`src/rtl/uart_pkg.sv`:
```
// Shared types and constants for the UART word host.
package uart_pkg;

  typedef enum logic [1:0] {
    TX_IDLE,
    TX_START,
    TX_DATA,
    TX_STOP
  } tx_state_e;

  typedef enum logic [2:0] {
    RX_IDLE,
    RX_START,
    RX_DATA,
    RX_STOP,
    RX_WAIT_IDLE
  } rx_state_e;

  localparam int FRAME_BITS     = 10;
  localparam int BYTES_PER_WORD = 4;

endpackage

```
`src/rtl/uart_word_host_if.sv`:
```
// Word-level and serial signals of the UART word host.
//
// Handshakes: a word moves across tx_valid/tx_ready or rx_valid/rx_ready
// only on a rising clk edge where both are 1. The sender holds valid and its
// data stable until that edge; ready may be asserted independently of valid.
// tx_state / rx_state expose the FSM states for observation only.
interface uart_word_host_if;
  import uart_pkg::*;

  logic [31:0] tx_word;
  logic        tx_valid;
  logic        tx_ready;
  logic        txd;
  logic        rxd;
  logic [31:0] rx_word;
  logic        rx_valid;
  logic        rx_ready;
  logic        frame_err;
  logic        overrun;
  tx_state_e   tx_state;
  rx_state_e   rx_state;

  modport slave (
    input  tx_word, tx_valid, rxd, rx_ready,
    output tx_ready, txd, rx_word, rx_valid, frame_err, overrun,
           tx_state, rx_state
  );

  modport master (
    output tx_word, tx_valid, rxd, rx_ready,
    input  tx_ready, txd, rx_word, rx_valid, frame_err, overrun,
           tx_state, rx_state
  );
endinterface

```
`src/rtl/uart_rx_byte.sv`:
```
// Receives one UART byte: synchronizer, mid-bit sampling FSM, stop check.
module uart_rx_byte
  import uart_pkg::*;
#(
  parameter int CLKS_PER_BIT = 4
) (
  input  logic       clk,
  input  logic       rst,
  input  logic       rxd,
  output logic       byte_valid,
  output logic [7:0] rx_byte,
  output logic       frame_err,
  output rx_state_e  state_dbg
);

  localparam int CW = $clog2(CLKS_PER_BIT);
  localparam logic [CW-1:0] FULL_M1 = CW'(CLKS_PER_BIT - 1);
  localparam logic [CW-1:0] HALF_M1 = CW'(CLKS_PER_BIT / 2 - 1);

  logic [1:0]    sync_q, sync_d;
  rx_state_e     state_q, state_d;
  logic [CW-1:0] cnt_q, cnt_d;
  logic [2:0]    bit_q, bit_d;
  logic [7:0]    sh_q, sh_d;
  logic          bv_q, bv_d;
  logic          fe_q, fe_d;
  logic          rxs;

  assign rxs = sync_q[1];

  // State registers; synchronizer resets to idle-high so reset looks like a quiet line.
  always_ff @(posedge clk) begin
    if (rst) begin
      sync_q  <= 2'b11;
      state_q <= RX_IDLE;
      cnt_q   <= '0;
      bit_q   <= '0;
      sh_q    <= '0;
      bv_q    <= 1'b0;
      fe_q    <= 1'b0;
    end else begin
      sync_q  <= sync_d;
      state_q <= state_d;
      cnt_q   <= cnt_d;
      bit_q   <= bit_d;
      sh_q    <= sh_d;
      bv_q    <= bv_d;
      fe_q    <= fe_d;
    end
  end

  // Next-state: confirm start at half bit, then sample every full bit period.
  always_comb begin
    sync_d  = {sync_q[0], rxd};
    state_d = state_q;
    cnt_d   = cnt_q;
    bit_d   = bit_q;
    sh_d    = sh_q;
    bv_d    = 1'b0;
    fe_d    = 1'b0;
    case (state_q)
      RX_IDLE: begin
        if (!rxs) begin
          state_d = RX_START;
          cnt_d   = '0;
        end
      end
      RX_START: begin
        if (cnt_q == HALF_M1) begin
          cnt_d   = '0;
          bit_d   = '0;
          state_d = rxs ? RX_IDLE : RX_DATA;
        end else begin
          cnt_d = cnt_q + CW'(1);
        end
      end
      RX_DATA: begin
        if (cnt_q == FULL_M1) begin
          cnt_d = '0;
          sh_d  = {sh_q[6:0], rxs};
          if (bit_q == 3'd7) state_d = RX_STOP;
          else               bit_d   = bit_q + 3'd1;
        end else begin
          cnt_d = cnt_q + CW'(1);
        end
      end
      RX_STOP: begin
        if (cnt_q == FULL_M1) begin
          cnt_d = '0;
          if (rxs) begin
            bv_d    = 1'b1;
            state_d = RX_IDLE;
          end else begin
            fe_d    = 1'b1;
            state_d = RX_WAIT_IDLE;
          end
        end else begin
          cnt_d = cnt_q + CW'(1);
        end
      end
      RX_WAIT_IDLE: begin
        if (rxs) state_d = RX_IDLE;
      end
      default: state_d = RX_IDLE;
    endcase
  end

  assign byte_valid = bv_q;
  assign rx_byte    = sh_q;
  assign frame_err  = fe_q;
  assign state_dbg  = state_q;

endmodule

```
`src/rtl/uart_word_host.sv`:
```
// UART word host: sends and receives 32-bit words as four MSB-first frames.
module uart_word_host
  import uart_pkg::*;
#(
  parameter int CLKS_PER_BIT = 4
) (
  input  logic             clk,
  input  logic             rst,
  uart_word_host_if.slave  bus
);

  localparam int CW = $clog2(CLKS_PER_BIT);
  localparam logic [CW-1:0] FULL_M1  = CW'(CLKS_PER_BIT - 1);
  localparam logic [1:0]    LAST_BYTE = 2'(BYTES_PER_WORD - 1);

  tx_state_e     tx_state_q, tx_state_d;
  logic [CW-1:0] tx_cnt_q, tx_cnt_d;
  logic [2:0]    tx_bit_q, tx_bit_d;
  logic [1:0]    tx_byte_q, tx_byte_d;
  logic [31:0]   tx_sh_q, tx_sh_d;
  logic          txd_q, txd_d;

  logic [31:0]   rx_word_q, rx_word_d;
  logic          rx_valid_q, rx_valid_d;
  logic [23:0]   rx_part_q, rx_part_d;
  logic [1:0]    rx_cnt_q, rx_cnt_d;
  logic          overrun_q, overrun_d;

  logic          rx_byte_valid;
  logic [7:0]    rx_byte;
  logic          rx_frame_err;
  rx_state_e     rx_state_dbg;

  uart_rx_byte #(.CLKS_PER_BIT(CLKS_PER_BIT)) u_rx (
    .clk       (clk),
    .rst       (rst),
    .rxd       (bus.rxd),
    .byte_valid(rx_byte_valid),
    .rx_byte   (rx_byte),
    .frame_err (rx_frame_err),
    .state_dbg (rx_state_dbg)
  );

  // State registers for the transmitter and the receive word assembler.
  always_ff @(posedge clk) begin
    if (rst) begin
      tx_state_q <= TX_IDLE;
      tx_cnt_q   <= '0;
      tx_bit_q   <= '0;
      tx_byte_q  <= '0;
      tx_sh_q    <= '0;
      txd_q      <= 1'b1;
      rx_word_q  <= '0;
      rx_valid_q <= 1'b0;
      rx_part_q  <= '0;
      rx_cnt_q   <= '0;
      overrun_q  <= 1'b0;
    end else begin
      tx_state_q <= tx_state_d;
      tx_cnt_q   <= tx_cnt_d;
      tx_bit_q   <= tx_bit_d;
      tx_byte_q  <= tx_byte_d;
      tx_sh_q    <= tx_sh_d;
      txd_q      <= txd_d;
      rx_word_q  <= rx_word_d;
      rx_valid_q <= rx_valid_d;
      rx_part_q  <= rx_part_d;
      rx_cnt_q   <= rx_cnt_d;
      overrun_q  <= overrun_d;
    end
  end

  // TX next-state: txd_d is the level of the bit the next state will drive.
  always_comb begin
    tx_state_d = tx_state_q;
    tx_cnt_d   = tx_cnt_q;
    tx_bit_d   = tx_bit_q;
    tx_byte_d  = tx_byte_q;
    tx_sh_d    = tx_sh_q;
    txd_d      = 1'b1;
    case (tx_state_q)
      TX_IDLE: begin
        if (bus.tx_valid) begin
          tx_sh_d    = bus.tx_word;
          tx_state_d = TX_START;
          tx_cnt_d   = '0;
          tx_byte_d  = '0;
          txd_d      = 1'b0;
        end
      end
      TX_START: begin
        txd_d = 1'b0;
        if (tx_cnt_q == FULL_M1) begin
          tx_cnt_d   = '0;
          tx_bit_d   = '0;
          tx_state_d = TX_DATA;
          txd_d      = tx_sh_q[31];
        end else begin
          tx_cnt_d = tx_cnt_q + CW'(1);
        end
      end
      TX_DATA: begin
        txd_d = tx_sh_q[31];
        if (tx_cnt_q == FULL_M1) begin
          tx_cnt_d = '0;
          tx_sh_d  = {tx_sh_q[30:0], 1'b0};
          if (tx_bit_q == 3'd7) begin
            tx_state_d = TX_STOP;
            txd_d      = 1'b1;
          end else begin
            tx_bit_d = tx_bit_q + 3'd1;
            txd_d    = tx_sh_q[30];
          end
        end else begin
          tx_cnt_d = tx_cnt_q + CW'(1);
        end
      end
      TX_STOP: begin
        txd_d = 1'b1;
        if (tx_cnt_q == FULL_M1) begin
          tx_cnt_d = '0;
          if (tx_byte_q == LAST_BYTE) begin
            tx_byte_d  = '0;
            tx_state_d = TX_IDLE;
          end else begin
            tx_byte_d  = tx_byte_q + 2'd1;
            tx_state_d = TX_START;
            txd_d      = 1'b0;
          end
        end else begin
          tx_cnt_d = tx_cnt_q + CW'(1);
        end
      end
      default: tx_state_d = TX_IDLE;
    endcase
  end

  // RX word assembly: collect four good bytes, hand off or flag overrun.
  always_comb begin
    rx_word_d  = rx_word_q;
    rx_valid_d = rx_valid_q;
    rx_part_d  = rx_part_q;
    rx_cnt_d   = rx_cnt_q;
    overrun_d  = 1'b0;
    if (rx_valid_q && bus.rx_ready) rx_valid_d = 1'b0;
    if (rx_frame_err) begin
      rx_cnt_d  = '0;
      rx_part_d = '0;
    end else if (rx_byte_valid) begin
      rx_part_d = {rx_part_q[15:0], rx_byte};
      if (rx_cnt_q == LAST_BYTE) begin
        rx_cnt_d  = '0;
        rx_part_d = '0;
        if (!rx_valid_q || bus.rx_ready) begin
          rx_word_d  = {rx_part_q, rx_byte};
          rx_valid_d = 1'b1;
        end else begin
          overrun_d = 1'b1;
        end
      end else begin
        rx_cnt_d = rx_cnt_q + 2'd1;
      end
    end
  end

  assign bus.tx_ready  = (tx_state_q == TX_IDLE) && !rst;
  assign bus.txd       = txd_q;
  assign bus.rx_word   = rx_word_q;
  assign bus.rx_valid  = rx_valid_q;
  assign bus.frame_err = rx_frame_err;
  assign bus.overrun   = overrun_q;
  assign bus.tx_state  = tx_state_q;
  assign bus.rx_state  = rx_state_dbg;

endmodule

```
`src/flat_wrapper.sv`:
```
// flat-port wrapper written by rule: the top's interface ports become plain ports
module uart_word_host_flat import uart_pkg::*;
#(
  parameter int CLKS_PER_BIT = 4
)
  (clk, rst, bus_tx_word, bus_tx_valid, bus_rxd, bus_rx_ready, bus_tx_ready, bus_txd, bus_rx_word, bus_rx_valid, bus_frame_err, bus_overrun, bus_tx_state, bus_rx_state);
  uart_word_host_if bus_i ();
  input  logic clk;
  input  logic rst;
  input wire logic [$bits(bus_i.tx_word)-1:0] bus_tx_word;
  input wire logic [$bits(bus_i.tx_valid)-1:0] bus_tx_valid;
  input wire logic [$bits(bus_i.rxd)-1:0] bus_rxd;
  input wire logic [$bits(bus_i.rx_ready)-1:0] bus_rx_ready;
  output wire logic [$bits(bus_i.tx_ready)-1:0] bus_tx_ready;
  output wire logic [$bits(bus_i.txd)-1:0] bus_txd;
  output wire logic [$bits(bus_i.rx_word)-1:0] bus_rx_word;
  output wire logic [$bits(bus_i.rx_valid)-1:0] bus_rx_valid;
  output wire logic [$bits(bus_i.frame_err)-1:0] bus_frame_err;
  output wire logic [$bits(bus_i.overrun)-1:0] bus_overrun;
  output wire logic [$bits(bus_i.tx_state)-1:0] bus_tx_state;
  output wire logic [$bits(bus_i.rx_state)-1:0] bus_rx_state;
  assign bus_i.tx_word = bus_tx_word;
  assign bus_i.tx_valid = bus_tx_valid;
  assign bus_i.rxd = bus_rxd;
  assign bus_i.rx_ready = bus_rx_ready;
  assign bus_tx_ready = bus_i.tx_ready;
  assign bus_txd = bus_i.txd;
  assign bus_rx_word = bus_i.rx_word;
  assign bus_rx_valid = bus_i.rx_valid;
  assign bus_frame_err = bus_i.frame_err;
  assign bus_overrun = bus_i.overrun;
  assign bus_tx_state = bus_i.tx_state;
  assign bus_rx_state = bus_i.rx_state;
  uart_word_host #(.CLKS_PER_BIT(CLKS_PER_BIT)) u_core (.clk(clk), .rst(rst), .bus(bus_i));
endmodule
```
`config.mk`:
```
export PLATFORM = sky130hd
export DESIGN_NAME = uart_word_host_flat
export DESIGN_NICKNAME = d
export VERILOG_FILES = /design/src/rtl/uart_pkg.sv /design/src/rtl/uart_word_host_if.sv /design/src/rtl/uart_rx_byte.sv /design/src/rtl/uart_word_host.sv /design/src/flat_wrapper.sv
export SDC_FILE = /design/constraint.sdc
export NUM_CORES = 1
export LEC_CHECK = 0
export CAP_MARGIN = 20
export CORE_UTILIZATION = 35
export DETAILED_ROUTE_END_ITERATION = 16
export GPL_TIMING_DRIVEN = 0
export PLACE_DENSITY = 0.57
export SYNTH_ARGS = -nofsm -noshare
export SYNTH_HDL_FRONTEND = slang
export SYNTH_SLANG_ARGS = --single-unit
```
`constraint.sdc`:
```
create_clock -name clk -period 2.55 [get_ports clk]
set_clock_uncertainty 0.2 [all_clocks]
set_input_delay 0.3825 -clock clk [delete_from_list [all_inputs] [get_ports clk]]
set_output_delay 0.3825 -clock clk [all_outputs]
set_load 0.005 [all_outputs]
```
# [After elaboration in Yosys (flattened, before gate mapping)]
# Cells that the tools add are included.
[op_classes] addsub=6 n_eq_ne=27 mux=54 n_bitwise=5 n_reduce_logical=26
[op_table] operator="$mux W32" count=2
[op_table] operator="$pmux W32 S2" count=1
[op_table] operator="$mux W3" count=13
[op_table] operator="$mux W2" count=14
[op_table] operator="$mux W24" count=1
[op_table] operator="$ne A2 B2 Y1 const B" count=9
[op_table] operator="$mux W1" count=15
[op_table] operator="$pmux W3 S5" count=1
[op_table] operator="$eq A2 B2 Y1 const B" count=6
[op_table] operator="$pmux W3 S2" count=2
[op_table] operator="$reduce_and A4 Y1" count=3
[op_table] operator="$eq A3 B3 Y1 const B" count=3
[op_table] operator="$add A2 B1 Y2 const B" count=4
[op_table] operator="$ne A2 B1 Y1 const B" count=4
[op_table] operator="$pmux W2 S2" count=2
[op_table] operator="$pmux W2 S4" count=1
[op_table] operator="$reduce_bool A2 Y1" count=4
[op_table] operator="$add A3 B1 Y3 const B" count=2
[op_table] operator="$eq A3 B2 Y1 const B" count=2
[op_table] operator="$pmux W2 S3" count=1
[op_table] operator="$reduce_and A3 Y1" count=2
[op_table] operator="$reduce_and A6 Y1" count=1
[op_table] operator="$reduce_or A3 Y1" count=2
[op_table] operator="$not A1 Y1" count=5
[op_table] operator="other kinds (13)" count=18
[totals] regBits=122 inputBits=37 output_inout_bits=42 wordCells=136

# [Logic depth before layout (Yosys ltp)]
# Gate-level depths: netlist of the first run.
[logic_depth] word_depth=6 depth_mapped=8 mapped_depth_nobuf=6

# [Hierarchy]
# Synthesis of the first run repeated with hierarchy kept, for this count alone.
[unflattened] cells_unflattened=610 area_unflattened_um2=5654.2
[by_module_without_submodules] module="uart_word_host" n_inst=1 cells_each=508 area_per_inst_um2=4709.5 seq_area_each_um2=2042.0
[by_module_without_submodules] module="uart_rx_byte" n_inst=1 cells_each=102 area_per_inst_um2=944.7 seq_area_each_um2=400.4

# [Worst setup path after synthesis of the first run]
# No wires, ideal clock.
[synth_timing] path_kind="register to register" start="reg u_core.tx_state_q[0] (netlist: u_core.bus.tx_state[0])" end="reg u_core.tx_state_q[0] (netlist: u_core.bus.tx_state[0])" setup_ns=0.070 arrival_time_ns=1.561 required_ns=2.280 setup_slack_ns=0.719 path_stages_with_launch=8 n_path_buf=1 period_less_slack_ns=1.831 path_cell_list="dfxtp_1 > inv_1 > ha_1 > buf_4 > inv_1 > o221ai_1 > or2_2 > a21oi_1"
[synth_between] elab_chain_cells=3 word_cells_on_any_way=11 classes_between="8 x eq/ne; 1 x mux; 2 x reduce/logical"
[synth_lines] item="from (decl)" line="uart_word_host.sv:16" rtl="tx_state_e tx_state_q, tx_state_d;"
[synth_lines] item="from (signal assigned)" line="uart_word_host.sv:59" rtl="tx_state_q <= tx_state_d;"
[synth_lines] item="$eq A2 B2 Y1, or another cell as far along" line="uart_word_host.sv:81" rtl="case (tx_state_q)"
[synth_lines] item="$ne A2 B1 Y1 (no source line) or $ne A2 B2 Y1 (tied branches)"
[synth_lines] item="$reduce_and A5 Y1 (no source line)"
# Several ways; a longest one is shown, not always the timed one.
# A chain may end at the register's enable or synchronous reset.

# [Worst setup path in the final report of the first run]
[layout_timing] start="reg u_core.tx_state_q[0] (netlist: u_core.bus.tx_state[0])" end="out bus_tx_ready"
[layout_between] elab_chain_cells=2
[layout_lines] item="$logic_not A2 Y1" line="uart_word_host.sv:166" rtl="assign bus.tx_ready = (tx_state_q == TX_IDLE) && !rst;"
[layout_lines] item="$logic_and A1 B1 Y1" line="uart_word_host.sv:166"
[layout_lines] item="to (decl)" line="flat_wrapper.sv:14" rtl="output wire logic [$bits(bus_i.tx_ready)-1:0] bus_tx_ready;"
# Every way passes these cells.

==> impl_metrics.py, run 1 <==
metrics = {
    "worst_setup_path": {
        "critPathMaxStageDelay_ns": 0.52,
        "cp_slowest_cell": "clkdlybuf4s50_1",
        "critPathRequiredTime_ns": 1.97,
        "cp_max_fo": 5,
        "critPathLaunchType": "flip-flop",
        "worst_r2r_path_depth": 7,
        "r2r_slack_ns": 0.51,
        "rr_startpoint": "u_core.bus.tx_state[0]",
        "critical_path_class": "reg -> out",
        "crit_chain": "inv_1 -> ha_1 -> nor2b_1 -> clkdlybuf4s50_1",
        "endpoint_kind": "output pin",
        "r2r-end": "u_core.bus.tx_state[0]",
        "cp.arrival_ns": 1.81,
    },
    "job": {
        "cap_violations": 0,
    },
    "hold_path": {
        "holdPathStages": 1,
        "holdPathEnd": "u_core.u_rx.sync_q[1]",
        "hold_class": "reg -> reg",
        "hp-start": "u_core.u_rx.sync_q[0]",
    },
    "synthesis": {
        "synth_edf_count": 0,
        "synth-seq-cells": 122,
        "yosys_warnings": 0,
        "netlist_area_sq_um": 5190,
        "synth_area_leaders": "dfxtp_1 (47%), mux2i_1 (13%), nor2_1 (5.6%), a211oi_1 (4.8%), a21oi_1 (4.3%)",
        "synth-seq-area-share_pct": 47.0,
        "synth.avg_cell_area_sq_um": 9.55,
        "yosysTopAreaCellShare_pct": 47.0,
        "syn_inst": 544,
        "synth_fp_nets": 596,
        "synth.distinct_cells": 43,
        "synthFlopType": "dfxtp_1",
        "synth_top_area_cell": "dfxtp_1",
        "async_flop_share_pct": 0,
    },
    "layout": {
        "drive_above_1_share_pct": 9.51,
        "fin_nets": 692,
        "fin_util_pct": 47.0,
        "num-fill-cells": 1389,
        "diodes": 0,
        "syn_to_final_growth_pct": 30.9,
        "layoutNonFillerInstCount": 836,
    },
    "die": {
        "start_util_pct": 35.9,
        "die_h_um": 124,
        "core_area_sq_um": 14500,
        "die-area_sq_um": 15300,
        "rows": 44,
        "die_w_um": 124,
        "io-pin-count": 79,
    },
    "power": {
        "p_per_area_nw_per_um2": 897,
        "pwr-share-seq_pct": 37.1,
        "p_switching_mw": 1.70,
        "p_comb_share_pct": 22.7,
        "p_clk_share_pct": 40.2,
        "p_int_mw": 4.39,
        "cellLeakagePower_nw": 2.38,
        "vdd.ir_drop.worst_uv": 492,
        "p_sw_share_pct": 27.9,
    },
    "sta": {
        "final-hold-violation-count": 0,
        "setup_viol": 0,
        "finalSetupTns_ns": 0,
        "fin_hold_ws_ns": 0.205,
        "worst_pin_slew_ns": 0.625,
        "rsz0062_at_grt": "no",
        "relSlewSlack_pct": 58.3,
        "timing.fmax_ghz": 0.418,
        "drv_slew": 0,
        "min_period_over_period_pct": 93.9,
        "min_period_ns": 2.39,
    },
    "route": {
        "wirelength_um": 11800,
        "drt_iter0_markers": 202,
        "wl_met3_um": 589,
        "drt_first_pass_iters": 4,
        "route.met2.wl_um": 5290,
        "routed.top_layer": "met4",
        "ant_nets": 0,
        "vias": 4137,
        "viasPerCell": 4.95,
        "drcViolationCount": 0,
        "drt-met1-wl_um": 5730,
        "routedWlPerCell_um": 14.1,
    },
    "clock_network": {
        "post_cts_buffers": 0,
        "cts_tree": "done",
        "cts_buffers": 17,
        "h-tree-depth": 4,
        "clock_path_buffers": 2,
        "path_clk_slew_ns": 0.05,
        "cts_resized": 0,
        "clock_latency_ns": 0.41,
        "cts.sinks": 122,
        "cts_root_buf": "clkbuf_16",
        "hold_buffers": 0,
    },
    "placement": {
        "hpwl_um": 8390,
        "portBuffers": 77,
        "gp_congestion": 0.756,
        "dp.cells": 805,
    },
    "global_route": {
        "gr-total-overflow": 0,
        "antenna_found_initial": 0,
        "first_global_vias": 4053,
        "track_usage_pct": 16.9,
        "grt_max_degree": 17,
        "grt_pass1_wl_um": 19700,
    },
    "status": {
        "status": "finished clean",
    },
}
-- registers in the layout, summed over array words and instances, names as in the netlist --
register / cells
u_core.bus.rx_valid: 1
u_core.tx_byte_q: 2
u_core.rx_part_q: 24
u_core.rx_cnt_q: 2
u_core.tx_bit_q: 3
u_core.u_rx.byte_valid: 1
u_core.u_rx.state_dbg: 3
u_core.u_rx.rx_byte: 8
u_core.bus.tx_state: 2
u_core.bus.rx_word: 32
u_core.tx_cnt_q: 2
u_core.bus.overrun: 1
u_core.u_rx.cnt_q: 2
u_core.u_rx.bit_q: 3
u_core.bus.txd: 1
u_core.tx_sh_q: 32
u_core.u_rx.frame_err: 1
u_core.u_rx.sync_q: 2
-- placed cells by master, fill, tap and decap left out, drive strengths merged, types with 5 or more instances in the layout --
| master | count |
|---|---|
| ha | 15 |
| nand2b | 31 |
| dfxtp | 122 |
| o21ai | 5 |
| nand3b | 27 |
| inv | 7 |
| nor3b | 5 |
| mux2i | 68 |
| clkbuf | 40 |
| buf | 26 |
| clkdlybuf4s50 | 77 |
| a21oi | 46 |
| nand2 | 28 |
| nor2 | 78 |
| a211oi | 34 |
-- power groups by stage --
stage	Sequential (mW)	Combinational [mW]	Clock (mW)
2_1_floorplan	2.27	1.04	0
6_report	2.26	1.39	2.45
3_3_place_gp	2.29	1.35	0
5_1_grt	2.29	1.54	2.60
4_1_cts	2.26	1.40	2.50
3_5_place_dp	2.30	1.39	0
-- cells by family after synthesis --
| logic type | after synthesis | share of synthesized area, % |
|---|---|---|
| AND/OR/NAND/NOR | 193 | 19.3 |
| flip-flops | 122 | 47.0 |
| AO/OA/AOI/OAI | 97 | 11.9 |
| multiplexers | 68 | 13.1 |
| buffers and inverters | 49 | 5.03 |
| adder cells (fa/ha/maj) | 15 | 3.61 |
-- critical path: cells and delay by family, from the launching register on --
kind          cells  cell delay (ns)
fa+ha+maj         1             0.24
buf+inv           2             0.65
flops             1             0.34
simple gates      1             0.16
-- layout make-up --
class / count / area [sq um] / share of cell area [%]
sequential: 122 / 2440 / 35.9
tap: 184 / 230 / 3.39
buffer: 42 / 235 / 3.46
inverter: 7 / 26.3 / 0.386
clock buffer: 24 / 492 / 7.23
multi-input combinational: 373 / 2490 / 36.6
clock inverter: 7 / 114 / 1.67
timing repair buffer: 77 / 771 / 11.3
-- cell usage after synthesis, types with 7 or more instances --
cell,instances
nand2b_1,31
nand2_1,28
buf_4,9
nand3b_1,27
a211oi_1,33
clkbuf_1,16
a21oi_1,45
ha_1,15
inv_1,7
mux2i_1,68
buf_2,11
nor2_1,77
dfxtp_1,122
-- worst max-delay path by stage --
| stage | start | endpoint |
|---|---|---|
| 2_1_floorplan | u_core.bus.tx_state[0] | u_core.bus.tx_state[0] |
| 3_3_place_gp | rst | bus_tx_ready |
| 3_5_place_dp | rst | bus_tx_ready |
| 4_1_cts | u_core.bus.tx_state[0] | bus_tx_ready |
| 5_1_grt | u_core.bus.tx_state[0] | bus_tx_ready |
| 6_report | u_core.bus.tx_state[0] | bus_tx_ready |
-- per-layer routing --
| layer | GRT usage, % | vias up |
|---|---|---|
| met5 | 0 | - |
| met4 | 7.23 | 0 |
| met3 | 5.77 | 17 |
| met2 | 26.5 | 88 |
| met1 | 20.9 | 1944 |
| li1 | - | 2088 |
-- through the flow --
stage	cell area [sq um]	total power [mW]	worst slack, ns
after global placement	6190	3.64	0.298
after detailed placement	6190	3.68	0.300
after floorplan	5190	3.31	0.719
after CTS	6800	6.16	0.138
after global routing	6800	6.43	0.0357
final	6800	6.10	0.157
Power figures use the tool's default switching activity.
==> inputs of run 2 (changes only) <==
--- a/config.mk
+++ b/config.mk
@@ -13,3 +13,4 @@
 export SYNTH_ARGS = -nofsm -noshare
 export SYNTH_HDL_FRONTEND = slang
 export SYNTH_SLANG_ARGS = --single-unit
+export TNS_END_PERCENT = 100
==> results of run 2 <==
The final DEF is identical to that of run 1; final timing and power are the same.
==> inputs of run 3 (changes only) <==
--- a/config.mk
+++ b/config.mk
@@ -10,7 +10,8 @@
 export DETAILED_ROUTE_END_ITERATION = 16
 export GPL_TIMING_DRIVEN = 0
 export PLACE_DENSITY = 0.57
+export SKIP_CTS_REPAIR_TIMING = 1
 export SYNTH_ARGS = -nofsm -noshare
 export SYNTH_HDL_FRONTEND = slang
 export SYNTH_SLANG_ARGS = --single-unit
-export TNS_END_PERCENT = 100
+export TNS_END_PERCENT = 5
==> results of run 3 <==
The final DEF is identical to that of run 1; final timing and power are the same.
==> RTL edit (flow settings as in run 2) <==
`CLKS_PER_BIT` is set to 4 in 3 places; all go to 16.
--- a/src/rtl/uart_rx_byte.sv
+++ b/src/rtl/uart_rx_byte.sv
@@ -2,7 +2,7 @@
 module uart_rx_byte
   import uart_pkg::*;
 #(
-  parameter int CLKS_PER_BIT = 4
+  parameter int CLKS_PER_BIT = 16
 ) (
   input  logic       clk,
   input  logic       rst,
--- a/src/rtl/uart_word_host.sv
+++ b/src/rtl/uart_word_host.sv
@@ -2,7 +2,7 @@
 module uart_word_host
   import uart_pkg::*;
 #(
-  parameter int CLKS_PER_BIT = 4
+  parameter int CLKS_PER_BIT = 16
 ) (
   input  logic             clk,
   input  logic             rst,
--- a/src/flat_wrapper.sv
+++ b/src/flat_wrapper.sv
@@ -1,7 +1,7 @@
 // flat-port wrapper written by rule: the top's interface ports become plain ports
 module uart_word_host_flat import uart_pkg::*;
 #(
-  parameter int CLKS_PER_BIT = 4
+  parameter int CLKS_PER_BIT = 16
 )
   (clk, rst, bus_tx_word, bus_tx_valid, bus_rxd, bus_rx_ready, bus_tx_ready, bus_txd, bus_rx_word, bus_rx_valid, bus_frame_err, bus_overrun, bus_tx_state, bus_rx_state);
   uart_word_host_if bus_i ();
Check against the original RTL: not equivalent (a bounded check fails within 10 cycles, from zero or initial values and one cycle with rst high).
==> RTL edit against run 2 <==
Sequential share of layout area shrank 0.75 points; largest cell class unchanged; final area grew 5.5%; synthesized area grew 6.2%; setup slack lost 0.016 ns; routed wire length grew 5.7%; sequential cell count grew 4; global-route usage shrank 0.75 points; non-clock buffer count grew 3; total power grew 12%.
==> RTL edit: results (changes against run 2) <==
Layout Cells excl Fill=882 (+5.5%); Placed Instances=852 (+5.8%); post-DP HPWL=9010 um (+7.4%); first-pass GRT wire length=20900 um (+5.8%); met2 routed WL=5880 um (+11%); share of layout cells above drive strength 1=12.5% (+3.0 points); Clock Tree Root=clkbuf_16; DRT met1 WL=5720 um (-0.28%); GRT Total Usage=16.1% (-0.75 points); DRT iter0 DRCs=213 (+5.4%); fmax=415 MHz (-0.67%); Synth cell types=48 (+12%); vias in the first global route=4236 (+4.5%); top cells by count, synth=dfxtp_1, nor2_1, mux2i_1; clk slew on worst S/H paths=0.05 ns (about the same); reg2reg end=u_core.tx_sh_q[13]$_SDFFE_PP0P_; Met3 Wirelength=761 um (+29%); status=finished clean; routability cong.=0.755 (-0.13%); sequential-to-total area share from yosys stat=45.7% (-1.3 points); drt wl/cell=14.1 um (+0.21%); IO Port Bufs=78 (+1.3%); FF-to-FF setup slack=0.22 ns (-0.29 ns); Peak VDD IR=0.723 mV (+47%); fin nets=710 (+2.6%); Leakage=2.44 nW (+2.5%); post-placement cell area=0.00656 mm^2 (+5.9%); FILL cells=1457 (+4.9%); Via density=4.88 (-1.4%); Least-Margin Pin Slew=0.709 ns (+0.0834 ns)
[RTL edit: cells by family after synthesis]
kind of cell | count (synthesis) | synth area share [%]
simple gates | 201 | 18.9
flops | 126 | 45.7
compound gates | 97 | 14.0
mux | 77 | 14.0
buf+inv | 48 | 4.29
fa+ha+maj | 13 | 2.95
xor+xnor | 1 | 0.159
[RTL edit: worst max-delay path: cells and delay by family, from the launching register on]
kind | cells | cell delay (ns)
buffers and inverters | 2 | 0.66
DFF | 1 | 0.36
adders and majority gates | 1 | 0.24
and+or+nand+nor | 1 | 0.16
[RTL edit: area by class of cell]
class	count	area, um^2	share of cell area (%)
Sequential cell	126	2520	35.2
Clock buffer	23	478	6.66
Multi-Input combinational cell	389	2760	38.4
Tap cell	211	264	3.68
Clock inverter	7	135	1.88
Buffer	44	223	3.10
Timing Repair Buffer	78	781	10.9
Inverter	4	15.0	0.209
[RTL edit: power by group]
group	total, W	internal, W	switching [W]
Sequential	0.00233	0.00221	0.000129
Clock	0.00252	0.00170	0.000827
Combinational	0.00197	0.000872	0.00110
[RTL edit: stage by stage]
| step | power [W] | util (%) | hold slack [ns] |
|---|---|---|---|
| floorplan | 0.00391 | - | 0.189 |
| global placement | 0.00430 | 42.8 | 0.194 |
| detailed placement | 0.00436 | 42.8 | 0.195 |
| CTS | 0.00690 | 46.8 | 0.208 |
| global route | 0.00721 | 46.8 | 0.223 |
| finish | 0.00683 | 46.8 | 0.206 |
[RTL edit: metal layers]
| metal | track usage, % | up-vias |
|---|---|---|
| li1 | - | 2161 |
| met1 | 19.9 | 2038 |
| met2 | 26.2 | 91 |
| met3 | 5.95 | 12 |
| met4 | 4.83 | 0 |
| met5 | 0 | - |
